[src/rtl/mem_read_arbiter.sv]
// Round-robin arbiter for the shared feature-memory read port.
// Three consumers, bounded bursts, read data routed back by a tag pipeline.
module mem_read_arbiter #(
  parameter int unsigned ADDR_W    = 10,
  parameter int unsigned DATA_W    = 8,
  parameter int unsigned RD_LAT    = 1,
  parameter int unsigned BURST_MAX = 4
) (
  input  logic                clk,
  input  logic                rst,
  input  logic [2:0]          en,
  input  logic [2:0]          req,
  input  logic [3*ADDR_W-1:0] addr_in,
  output logic [2:0]          gnt,
  output logic                mem_en,
  output logic [ADDR_W-1:0]   mem_addr,
  input  logic [DATA_W-1:0]   mem_rdata,
  output logic [2:0]          rvalid,
  output logic [DATA_W-1:0]   rdata
);

  localparam int unsigned CNT_W = (BURST_MAX > 1) ? $clog2(BURST_MAX) : 1;
  localparam logic [CNT_W-1:0] CntMax = CNT_W'(BURST_MAX - 1);

  logic [1:0]       last_q, last_d;
  logic [CNT_W-1:0] cnt_q, cnt_d;
  // Set by the first grant after reset; until then nobody owns the port, so
  // requester 0 wins first even though last points at 2.
  logic             own_q, own_d;
  logic [2:0]       r, others;
  logic [1:0]       win, idx;
  logic             hit;
  logic [2:0]       tag_q [RD_LAT];
  logic [2:0]       tag_out;

  // Arbitration: keep the owner within its burst budget, else rotate from last+1.
  always_comb begin
    r      = req & en;
    others = r;
    others[last_q] = 1'b0;
    hit    = 1'b0;
    win    = last_q;
    idx    = last_q;
    if (own_q && r[last_q] && ((cnt_q < CntMax) || (others == 3'b000))) begin
      hit = 1'b1;
      win = last_q;
    end else begin
      for (int k = 1; k <= 3; k++) begin
        idx = 2'((int'(last_q) + k) % 3);
        if (!hit && r[idx]) begin
          hit = 1'b1;
          win = idx;
        end
      end
    end
    gnt    = (hit && rst) ? (3'b001 << win) : 3'b000;
    mem_en = |gnt;
  end

  // Address mux, zero when nothing is granted.
  always_comb begin
    mem_addr = '0;
    for (int i = 0; i < 3; i++) begin
      if (gnt[i]) mem_addr = addr_in[i*ADDR_W +: ADDR_W];
    end
  end

  // Ownership and burst-count next state; idle cycles leave them untouched.
  always_comb begin
    last_d = last_q;
    cnt_d  = cnt_q;
    own_d  = own_q;
    if (mem_en) begin
      own_d = 1'b1;
      if (own_q && (win == last_q)) begin
        cnt_d = (cnt_q < CntMax) ? cnt_q + 1'b1 : cnt_q;
      end else begin
        last_d = win;
        cnt_d  = '0;
      end
    end
  end

  // Arbiter state register.
  always_ff @(posedge clk or negedge rst) begin
    if (!rst) begin
      last_q <= 2'd2;
      cnt_q  <= '0;
      own_q  <= 1'b0;
    end else begin
      last_q <= last_d;
      cnt_q  <= cnt_d;
      own_q  <= own_d;
    end
  end

  assign tag_out = tag_q[RD_LAT-1];

  // Tag pipeline {valid, id}; its tail lines up with valid mem_rdata.
  always_ff @(posedge clk or negedge rst) begin
    if (!rst) begin
      for (int i = 0; i < int'(RD_LAT); i++) tag_q[i] <= 3'b000;
    end else begin
      tag_q[0] <= {mem_en, win};
      for (int i = 1; i < int'(RD_LAT); i++) tag_q[i] <= tag_q[i-1];
    end
  end

  // Registered read return to the issuing consumer.
  always_ff @(posedge clk or negedge rst) begin
    if (!rst) begin
      rvalid <= 3'b000;
      rdata  <= '0;
    end else begin
      rvalid <= tag_out[2] ? (3'b001 << tag_out[1:0]) : 3'b000;
      if (tag_out[2]) rdata <= mem_rdata;
    end
  end

endmodule

[config.mk]
export PLATFORM = sky130hd
export DESIGN_NAME = mem_read_arbiter
export DESIGN_NICKNAME = d
export VERILOG_FILES = /design/src/rtl/mem_read_arbiter.sv
export SDC_FILE = /design/constraint.sdc
export NUM_CORES = 1
export LEC_CHECK = 0
export CORE_ASPECT_RATIO = 1.75
export CORE_MARGIN = 2
export CORE_UTILIZATION = 42
export CTS_CLUSTER_SIZE = 20
export DETAILED_ROUTE_END_ITERATION = 10
export PLACE_DENSITY = 0.8
export SLEW_MARGIN = 40
export SYNTH_ARGS = -nofsm -noshare
export SYNTH_HDL_FRONTEND = slang
export SYNTH_SLANG_ARGS = --single-unit
[constraint.sdc]
create_clock -name clk -period 4 [get_ports clk]
set_clock_uncertainty 0.05 [all_clocks]
set_input_delay 0.8 -clock clk [delete_from_list [all_inputs] [get_ports clk]]
set_output_delay 0.8 -clock clk [all_outputs]
set_load 0.01 [all_outputs]
==> reports/qor_table.md, run 1 <==
| Item | Reported |
|---|---|
| Run status | finished, final reports clean |
| Slack of the worst reg-to-reg path | 940 ps |
| Sort of element at the start of the critical path | flip-flop |
| Master cell of the clock root buffer | clkbuf_8 |
| Vias in the first global route | 1941 |
| Ys async rst share | 100.0% |
| Met2 usage | 57.06% |
| Dpl hpwl | 4446 um |
| WS Path Type | reg2out |
| CP Max Fanout | 8 |
| Leakage power total | 1.300 nW |
| Met3 Usage GRT | 1.246% |
| Die Width | 50.06 um |
| Worst Tran Pin Value | 478.8 ps |
| Overall track demand over capacity in global routing | 27.69% |
| Die Outline Area | 4234 um2 |
| Power density normalized to cell area | 893.9 nW/um2 |
| First-pass GRT wire length | 8970 um |
| Fraction of power consumed by sequential logic | 13.7% |
| Number of nets with antenna violations after detailed routing | 0 |
| Net total in the final layout | 318 |
| Most common cell in the synthesized netlist | dfrtp_1 |
| Switching Power | 0.9858 mW |
| Highest clock frequency the design can meet | 255.6 MHz |
| Source of the worst register-to-register timing path | last_q[1] |
| Mapped Nets | 207 |
| Sequential area share after synthesis | 30.58% |
| Synthesized area divided by synthesized cell count | 10.06 um2 |
| Cell repeated most along the worst path | buf_6 |
| Number of antenna repair diodes | 0 |
| Number of DRC markers in iteration 0 | 40 |
| Combinational cell fraction of total power | 81.2% |
| Setup TNS after final layout | 0 ps |
| Detailed-router iteration count before antenna repair | 4 |
| Fin crit period | 3912 ps |
| Area contributors post-synth | dfrtp_1, mux2_2, mux2_4, a32o_1, ha_1 |
| Clock network fraction of design power | 5.1% |
| Vias/cell | 5.720 |
| Family with the most delay on the worst path | buffers and inverters |
| Switching portion of total power | 39.42% |
| Capturing element type of the critical path | output port |
| Post-layout instance count excluding filler cells | 311 |
| Synth Warn # | 0 |
| Pin count of the biggest net entering global routing | 20 |
| WL per Instance | 18.04 um |
| Final number of max-transition violations | 0 |
| Vias post-DR | 1779 |
| Count of flip-flops with a built-in enable after synthesis | 0 |
| Crit path buffers/inverters | 6 |
| Finished layout cell area | 2798 um2 |
| Met1 track demand over resource in global routing | 23.46% |
| CTS tree | built |
| Number of synthesized register bits | 19 |
| Crit path largest cell delay | 570 ps |
| Maxcap violations | 0 |
| Register-to-Register Path Depth | 11 |
| Clock latency at the later pin of the worst-skew pair | 250 ps |
| Required time at the worst-slack endpoint | 3150 ps |
| Hold Path Stages | 1 |
| Peak supply drop | 0.5720 mV |
| Final weighted congestion in routability-driven placement | 0.9584 |
| Post-synthesis cell type count | 49 |
| Number of antenna violations at the first check in global routing | 0 |
| Cells after Synth | 155 |
| Aggregate routed wire length | 5609 um |
| Total power | 2.501 mW |
| End of the worst register-to-register path | cnt_q[0] |
| Worst path slowest cell | dfstp_2 |
| Hold WC Path Type | reg2reg |
| Setup Viol. Count Final | 0 |
| CTS clk-pin slew, worst paths | 60 ps |
| Total DRC errors in the routed layout | 0 |
| Area after detailed placement | 2560 um2 |
| Gr busiest metal | met2 |
| Overflow left after global routing | 0 |
| Most used DFF post-synth | dfrtp_1 |
| Period Utilization, post-route | 97.80% |
| Instance count after placement with tap cells included | 299 |
| Die outline height | 84.60 um |
| Cell accounting for the most synthesized area | dfrtp_1 |
| Combined area of the multi-input logic cells | 1139 um2 |
| Cts bufs inserted | 3 |
| Fin Hold WS | 395.2 ps |
| Synth-to-layout area growth | 79.45% |
| Internal Dissipation | 1.515 mW |
| H-tree Lvls | 1 |
| Cell-by-cell listing of the critical path | inv_4, ha_4, buf_6, nor2b_4, or3_4, o2111ai_4, and2_4, a22o_4, buf_12, nor2b_1, buf_4, buf_6, a32o_1, clkdlybuf4s15_2 |
| Endpoint with the worst hold slack | rvalid[0] |
| Worst slew margin relative to its limit | 67.94% |
| Number of top-level pins | 71 |
| Top cell type's share of synthesized area | 28.89% |
| Number of hold violations in the final report | 0 |
| Share of layout cells above drive strength 1 | 40.00% |
| Hold Startpoint | tag_out[1] |
| Number of placement rows | 29 |
| Buffers added on ports | 70 |
| Reg area | 476.7 um2 |
| Num Clock Sinks | 19 |
| Cell area after technology mapping | 1559 um2 |
| Initial core utilization | 43.40% |
| Core Box Area | 3592 um2 |
| Leading cell types by count after synthesis | dfrtp_1, mux2_2, a32o_1 |
| Clk buf depth | 2 |
| Fill cell count | 257 |
| Worst EP arrival | 3060 ps |
==> worst max path at each step <==
| stage | slack (ps) | cells past startpoint | endpoint | startpoint |
|---|---|---|---|---|
| finish | 90 | 14 | mem_addr[0] | last_q[1] |
| global route | -2 | 12 | mem_addr[0] | req[0] |
| CTS | -7 | 12 | mem_en | last_q[1] |
| floorplan | 340 | 11 | mem_addr[2] | last_q[1] |
| global placement | -410 | 10 | mem_addr[1] | req[2] |
| detailed placement | -460 | 10 | mem_addr[1] | req[2] |
==> power groups by stage <==
stage                     Sequential, mW  Clock (mW)  Combinational (mW)
after floorplan                    0.356           0               0.925
after global placement             0.336           0                1.69
after detailed placement           0.343           0                1.74
after CTS                          0.340       0.131                1.92
after global routing               0.354       0.143                2.17
final                              0.343       0.127                2.03
==> cells in the final DEF (no fill, tap or decap), types with 3 or more instances in the layout <==
cell type,n
and3_1,3
a211o_1,3
buf_2,6
nand4_1,3
clkdlybuf4s50_1,50
and2_1,3
clkbuf_2,3
nor2_1,5
nand4b_1,3
nand2_1,4
mux2_4,7
mux2_2,11
clkbuf_8,3
dfrtp_1,18
nand3_1,7
ha_4,3
a32o_1,9
inv_1,4
a31oi_1,3
a21oi_1,7
dlygate4sd2_1,7
buf_6,3
buf_4,39
dlymetal6s2s_1,3
==> what timing repair did <==
action / in CTS / in global routing
pin swaps: 5 / 3
resized for setup: 52 / 26
setup endpoints to repair: 14 / 13
setup buffers: 4 / 3
hold buffers: 0 / 0
gates cloned: 1 / 0
==> flip-flops by register name, indices dropped and copies added, names as in the netlist <==
| signal | count |
|---|---|
| cnt_q | 2 |
| last_q | 2 |
| own_q | 1 |
| rdata | 8 |
| rvalid | 3 |
| tag_out | 3 |
==> layer usage <==
layer / part of all wire, % / routed length, um
met5: 0 / 0
met4: 5.3 / 296
met3: 2.4 / 135
met2: 60 / 3378
met1: 32 / 1799
==> metrics by stage <==
| step | setup slack, ps | util (%) |
|---|---|---|
| 6_report | 88.20 | 77.88 |
| 5_1_grt | -2.361 | 77.88 |
| 4_1_cts | -6.868 | 75.86 |
| 3_5_place_dp | -463.5 | 71.26 |
| 3_3_place_gp | -410.7 | 71.26 |
| 2_1_floorplan | 340.5 | - |
==> final cells by class <==
| cell class | count | share of cell area (%) |
|---|---|---|
| inverters | 6 | 0.8945 |
| repair buffers | 115 | 37.70 |
| well taps | 46 | 2.057 |
| clock buffers | 4 | 1.610 |
| multi-input cells | 121 | 40.70 |
| flip-flops and latches | 19 | 17.04 |
==> logic make-up after synthesis <==
kind of cell	Yosys count	share of synthesized area, %
multiplexers	18	14.69
AND/OR/NAND/NOR	49	19.18
flip-flops	19	30.58
adder cells (fa/ha/maj)	6	4.815
buffers and inverters	15	5.296
AO/OA/AOI/OAI	48	25.44
(Power assumes the default switching activity.)
==> inputs of run 2 (changes only) <==
PLACE_DENSITY = 0.88   (was 0.8)
==> run 2 against run 1 <==
Maximum frequency fell by 0.32%; combinational power fell by 7%; global-route usage fell by 3.4 points; clock power rose by 6%; largest power group unchanged; critical path depth fell by 2; first-iteration DRC count rose by 33%.
==> reports/qor_table.md, run 2 (synthesized netlist as in run 1, its figures left out) <==
| Item | Reported | Change |
|---|---|---|
| Run status | finished, final reports clean | unchanged |
| Number of nets with antenna violations after detailed routing | 0 | unchanged |
| Cell-by-cell listing of the critical path | inv_4, ha_4, buf_4, or2_2, a21oi_1, o32ai_2, nand2b_1, buf_4, o211a_1, buf_12, and2_1, dlygate4sd2_1 | was inv_4, ha_4, buf_6, nor2b_4, or3_4, o2111ai_4, and2_4, a22o_4, buf_12, nor2b_1, buf_4, buf_6, a32o_1, clkdlybuf4s15_2 |
| Share of layout cells above drive strength 1 | 35.69% | was 40.00% |
| Family with the most delay on the worst path | buffers and inverters | unchanged |
| Highest clock frequency the design can meet | 254.8 MHz | was 255.6 MHz |
| Synth-to-layout area growth | 73.35% | was 79.45% |
| Worst path slowest cell | dfstp_2 | unchanged |
| Final weighted congestion in routability-driven placement | 0.9871 | was 0.9584 |
| Net total in the final layout | 308 | was 318 |
| Fin crit period | 3924 ps | was 3912 ps |
| Hold Path Stages | 1 | unchanged |
| Clk buf depth | 2 | unchanged |
| Worst EP arrival | 3070 ps | was 3060 ps |
| Clock network fraction of design power | 5.7% | was 5.1% |
| Fin Hold WS | 423.9 ps | was 395.2 ps |
| Final number of max-transition violations | 0 | unchanged |
| Cts bufs inserted | 3 | unchanged |
| Instance count after placement with tap cells included | 292 | was 299 |
| CP Max Fanout | 12 | was 8 |
| Fraction of power consumed by sequential logic | 14.7% | was 13.7% |
| Capturing element type of the critical path | output port | unchanged |
| Leakage power total | 1.226 nW | was 1.300 nW |
| Combinational cell fraction of total power | 79.7% | was 81.2% |
| Source of the worst register-to-register timing path | last_q[1] | unchanged |
| Maxcap violations | 0 | unchanged |
| Reg with most FFs | rdata | unchanged |
| Most common cell after layout, fill and taps aside | clkdlybuf4s50_1 | unchanged |
| WS Path Type | reg2out | unchanged |
| Crit path largest cell delay | 560 ps | was 570 ps |
| Post-layout worst setup margin | 75.61 ps | was 88.20 ps |
| Die outline height | 84.60 um | unchanged |
| Clock latency at the later pin of the worst-skew pair | 260 ps | was 250 ps |
| Top library cells by usage in the layout, fill and taps aside | clkdlybuf4s50_1, buf_4, dfrtp_1 | unchanged |
| Peak supply drop | 0.6227 mV | was 0.5720 mV |
| Core utilization of the finished layout | 75.24% | was 77.88% |
| Worst Tran Pin Value | 526.4 ps | was 478.8 ps |
| Post-layout instance count excluding filler cells | 301 | was 311 |
| Number of top-level pins | 71 | unchanged |
| Power density normalized to cell area | 875.3 nW/um2 | was 893.9 nW/um2 |
| CP Launch Point | last_q[1] | unchanged |
| Switching portion of total power | 40.82% | was 39.42% |
| Die Outline Area | 4234 um2 | unchanged |
| Crit path buffers/inverters | 5 | was 6 |
| Worst slew margin relative to its limit | 64.75% | was 67.94% |
| Buffers added on ports | 70 | unchanged |
| Overflow left after global routing | 0 | unchanged |
| WL per Instance | 17.67 um | was 18.04 um |
| Setup Viol. Count Final | 0 | unchanged |
| Dpl hpwl | 3785 um | was 4446 um |
| Die Width | 50.06 um | unchanged |
| Logic depth of the worst path, buffers included | 12 | was 14 |
| Overall track demand over capacity in global routing | 24.25% | was 27.69% |
| Cell repeated most along the worst path | buf_4 | was buf_6 |
| Switching Power | 0.9657 mW | was 0.9858 mW |
| CTS clk-pin slew, worst paths | 70 ps | was 60 ps |
| Period Utilization, post-route | 98.11% | was 97.80% |
| Hold WC Path Type | reg2reg | unchanged |
| Aggregate routed wire length | 5318 um | was 5609 um |
| Pre-CTS setup slack | -404.4 ps | was -463.5 ps |
| Register-to-Register Path Depth | 13 | was 11 |
| Number of hold violations in the final report | 0 | unchanged |
| Sort of element at the start of the critical path | flip-flop | unchanged |
| Number of placement rows | 29 | unchanged |
| Number of antenna violations at the first check in global routing | 0 | unchanged |
| Num Clock Sinks | 19 | unchanged |
| Vias/cell | 5.767 | was 5.720 |
| Initial core utilization | 43.40% | unchanged |
| Internal Dissipation | 1.400 mW | was 1.515 mW |
| Detailed-router iteration count before antenna repair | 4 | unchanged |
| Master cell of the clock root buffer | clkbuf_8 | unchanged |
| Number of antenna repair diodes | 0 | unchanged |
| First-pass GRT wire length | 8052 um | was 8970 um |
| Vias post-DR | 1736 | was 1779 |
| Required time at the worst-slack endpoint | 3150 ps | about the same |
| CTS tree | built | unchanged |
| Pin count of the biggest net entering global routing | 20 | unchanged |
| Hold Startpoint | tag_out[0] | was tag_out[1] |
| Total DRC errors in the routed layout | 0 | unchanged |
| Vias in the first global route | 1820 | was 1941 |
| H-tree Lvls | 1 | unchanged |
| Flip-flop count of the largest register after layout | 8 | unchanged |
| Core Box Area | 3592 um2 | unchanged |
| Number of DRC markers in iteration 0 | 53 | was 40 |
-- run 2: layer usage --
layer	wire length [um]	vias to the layer above	global-route usage, %
met3	196	27	2.491
met1	1763	818	24.13
met5	0	-	0
li1	-	815	-
met2	3083	76	46.41
met4	275	0	13.38
-- run 2: layout make-up --
cell class | instances | area [um2]
Clock inverter | 1 | 5.005
Inverter | 6 | 25.02
Fill cell | 225 | 889.6
Clock buffer | 3 | 41.29
Tap cell | 46 | 57.56
Multi-Input combinational cell | 121 | 1131
Timing Repair Buffer | 105 | 965.9
Sequential cell | 19 | 476.7
-- run 2: per-stage QoR --
step | total power, mW | area, um2 | setup TNS [ps]
6_report | 2.366 | 2703 | 0
5_1_grt | 2.520 | 2703 | -64.99
4_1_cts | 2.273 | 2656 | 0
3_5_place_dp | 2.005 | 2507 | -4445
3_3_place_gp | 1.975 | 2507 | -3898
2_1_floorplan | 1.281 | 1559 | 0
-- run 2: power groups by stage --
stage	Combinational (mW)	Clock [mW]	Sequential, mW
floorplan	0.925	0	0.356
global placement	1.64	0	0.337
detailed placement	1.66	0	0.341
CTS	1.80	0.134	0.339
global route	2.02	0.147	0.355
finish	1.88	0.134	0.348
-- run 2: worst paths after layout --
path / end / slack, ps
min: rvalid[0] / 420
max in group asynchronous: last_q[1] / 2670
max: gnt[1] / 80
min in group asynchronous: cnt_q[0] / 970
min reg2reg: rvalid[0] / 420
max reg2reg: cnt_q[0] / 910
-- run 2: what timing repair did --
action	CTS	global route
endpoints found under the setup margin	14	14
resized for setup	34	34
setup buffers	3	1
pin swaps	4	6
hold buffers	0	0
cloned	1	0
==> inputs of run 3 (changes only) <==
PLACE_DENSITY = 0.93   (was 0.88)
==> run 3 against run 2 <==
The flow now finishes with violations (setup timing); clock-buffer cell count did not move; routed wire length rose by 6.4%; final cell count rose by 2.3%; register-to-register slack barely moved; worst setup slack got worse by 83 ps; sequential share of layout area rose by 0.14 points; first-iteration DRC count rose by 55%; via count rose by 5.9%; non-clock buffer count rose by 7; flip-flop and latch count did not move; final area fell by 0.79%; largest cell class unchanged; sequential power barely moved.
==> reports/qor_table.md, run 3 (synthesized netlist as in run 1, its figures left out) <==
| Item | Reported | Change |
|---|---|---|
| Run status | complete, but fails checks | was finished, final reports clean |
| Violated checks | setup timing |  |
| Buffers added on ports | 70 | unchanged |
| Period Utilization, post-route | 100.2% | was 98.11% |
| Post-layout worst setup margin | -7.478 ps | was 75.61 ps |
| Cell-by-cell listing of the critical path | inv_2, ha_2, nand4bb_1, and3_4, o2111ai_2, and2_4, a22o_1, bufbuf_16, mux2_4, a32o_1, clkbuf_2 | was inv_4, ha_4, buf_4, or2_2, a21oi_1, o32ai_2, nand2b_1, buf_4, o211a_1, buf_12, and2_1, dlygate4sd2_1 |
| WL per Instance | 18.37 um | was 17.67 um |
| Worst EP arrival | 3160 ps | was 3070 ps |
| CTS tree | built | unchanged |
| Initial core utilization | 43.40% | unchanged |
| Vias/cell | 5.971 | was 5.767 |
| Highest clock frequency the design can meet | 249.5 MHz | was 254.8 MHz |
| Core Box Area | 3592 um2 | unchanged |
| Net total in the final layout | 315 | was 308 |
| Num Clock Sinks | 19 | unchanged |
| Overflow left after global routing | 0 | unchanged |
| Number of DRC markers in iteration 0 | 82 | was 53 |
| Master cell of the clock root buffer | clkbuf_8 | unchanged |
| WS Path Type | reg2out | unchanged |
| Fill cell count | 238 | was 225 |
| Fin crit period | 4007 ps | was 3924 ps |
| Clk buf depth | 2 | unchanged |
| Aggregate routed wire length | 5658 um | was 5318 um |
| Met3 Usage GRT | 2.669% | was 2.491% |
| Most common cell after layout, fill and taps aside | clkdlybuf4s50_1 | unchanged |
| Worst slew margin relative to its limit | 63.77% | was 64.75% |
| Peak supply drop | 0.5631 mV | was 0.6227 mV |
| Power density normalized to cell area | 885.5 nW/um2 | was 875.3 nW/um2 |
| First-pass GRT wire length | 9183 um | was 8052 um |
| Die Width | 50.06 um | unchanged |
| Number of antenna repair diodes | 0 | unchanged |
| Number of placement rows | 29 | unchanged |
| Post-layout instance count excluding filler cells | 308 | was 301 |
| Number of top-level pins | 71 | unchanged |
| Number of nets with antenna violations after detailed routing | 0 | unchanged |
| Crit path largest cell delay | 570 ps | was 560 ps |
| CTS clk-pin slew, worst paths | 70 ps | about the same |
| Setup Viol. Count Final | 1 | was 0 |
| Core utilization of the finished layout | 74.64% | was 75.24% |
| Sort of element at the start of the critical path | flip-flop | unchanged |
| Detailed-router iteration count before antenna repair | 4 | unchanged |
| Instance count after placement with tap cells included | 297 | was 292 |
| Setup TNS after final layout | -7.478 ps | was 0 ps |
| Worst Tran Pin Value | 541.1 ps | was 526.4 ps |
| Maxcap violations | 0 | unchanged |
| Total power | 2.374 mW | was 2.366 mW |
| Die Outline Area | 4234 um2 | unchanged |
| Met2 usage | 53.23% | was 46.41% |
| Number of antenna violations at the first check in global routing | 0 | unchanged |
| Vias post-DR | 1839 | was 1736 |
| Flip-flop count of the largest register after layout | 8 | unchanged |
| Met1 track demand over resource in global routing | 26.94% | was 24.13% |
| Worst path slowest cell | dfstp_2 | unchanged |
| Final number of max-transition violations | 0 | unchanged |
| Setup repair after global routing missed its margin | yes |  |
| Share of layout cells above drive strength 1 | 36.64% | was 35.69% |
| Synth-to-layout area growth | 71.99% | was 73.35% |
| Total DRC errors in the routed layout | 0 | unchanged |
| Capturing element type of the critical path | output port | unchanged |
| Final weighted congestion in routability-driven placement | 0.9120 | was 0.9871 |
| Top library cells by usage in the layout, fill and taps aside | clkdlybuf4s50_1, buf_4, dfrtp_1 | unchanged |
| Number of buffers inserted by hold repair at cts | 0 | unchanged |
| Vias in the first global route | 1968 | was 1820 |
| Number of hold violations in the final report | 0 | unchanged |
| Pre-CTS setup slack | -388.8 ps | was -404.4 ps |
| Pin count of the biggest net entering global routing | 20 | unchanged |
| Hold WC Path Type | reg2reg | unchanged |
| Die outline height | 84.60 um | unchanged |
| Clock latency at the later pin of the worst-skew pair | 250 ps | was 260 ps |
| H-tree Lvls | 1 | unchanged |
| Dpl hpwl | 4093 um | was 3785 um |
| CP Max Fanout | 9 | was 12 |
| Required time at the worst-slack endpoint | 3150 ps | about the same |
| Gr busiest metal | met2 | unchanged |
| Overall track demand over capacity in global routing | 27.54% | was 24.25% |
| Cts bufs inserted | 3 | unchanged |
| Leakage power total | 1.244 nW | was 1.226 nW |
| Reg with most FFs | rdata | unchanged |
run 3: worst max-delay path, delay by kind of cell, from the launching register on:
kind	cells	cell delay (ps)
AO/OA/AOI/OAI	3	590
adder cells (fa/ha/maj)	1	230
buffers and inverters	3	490
flip-flops	1	570
multiplexers	1	290
AND/OR/NAND/NOR	3	730
run 3: worst paths after layout:
| check | to | slack [ps] | startpoint | depth (start not counted) |
|---|---|---|---|---|
| max | mem_addr[2] | -7 | last_q[1] | 11 |
| min | rvalid[0] | 430 | tag_out[0] | 1 |
| max reg2reg | cnt_q[0] | 910 | last_q[1] | 11 |
| min reg2reg | rvalid[0] | 430 | tag_out[0] | 1 |
| max in group asynchronous | last_q[1] | 2680 | rst | 2 |
| min in group asynchronous | rdata[7] | 960 | rst | 2 |
run 3: report_power, final:
| group | switching, mW | internal (mW) | total, mW |
|---|---|---|---|
| combinational | 0.833 | 1.06 | 1.90 |
| clock | 0.0598 | 0.0690 | 0.129 |
| sequential | 0.0664 | 0.282 | 0.348 |
| total | 0.959 | 1.41 | 2.37 |
run 3: layer usage:
layer	up-vias	wire length, um
met5	-	0
met4	0	321
met3	32	217
met2	95	3184
met1	884	1933
li1	828	-
run 3: final cells by class:
type                       instances  area, um2  area share (%)
clock buffer                       3      41.29           1.540
clock inverter                     1      5.005          0.1867
inverter                           6      22.52          0.8399
multi-input combinational        121       1072           39.99
sequential                        19      476.7           17.78
tap                               46      57.56           2.147
timing repair buffer             112       1006           37.52
run 3: timing repair:
item,CTS,global route
setup endpoints to repair,14,14
cloned,1,0
resized for setup,42,15
pin swaps,3,3
setup buffers,6,0
run 3: per-stage QoR:
step                      hold WS (ps)  cell area [um2]
final                            430.6             2681
after global routing             462.9             2681
after CTS                        430.3             2715
after detailed placement         418.8             2532
after global placement           380.5             2532
after floorplan                  364.2             1559
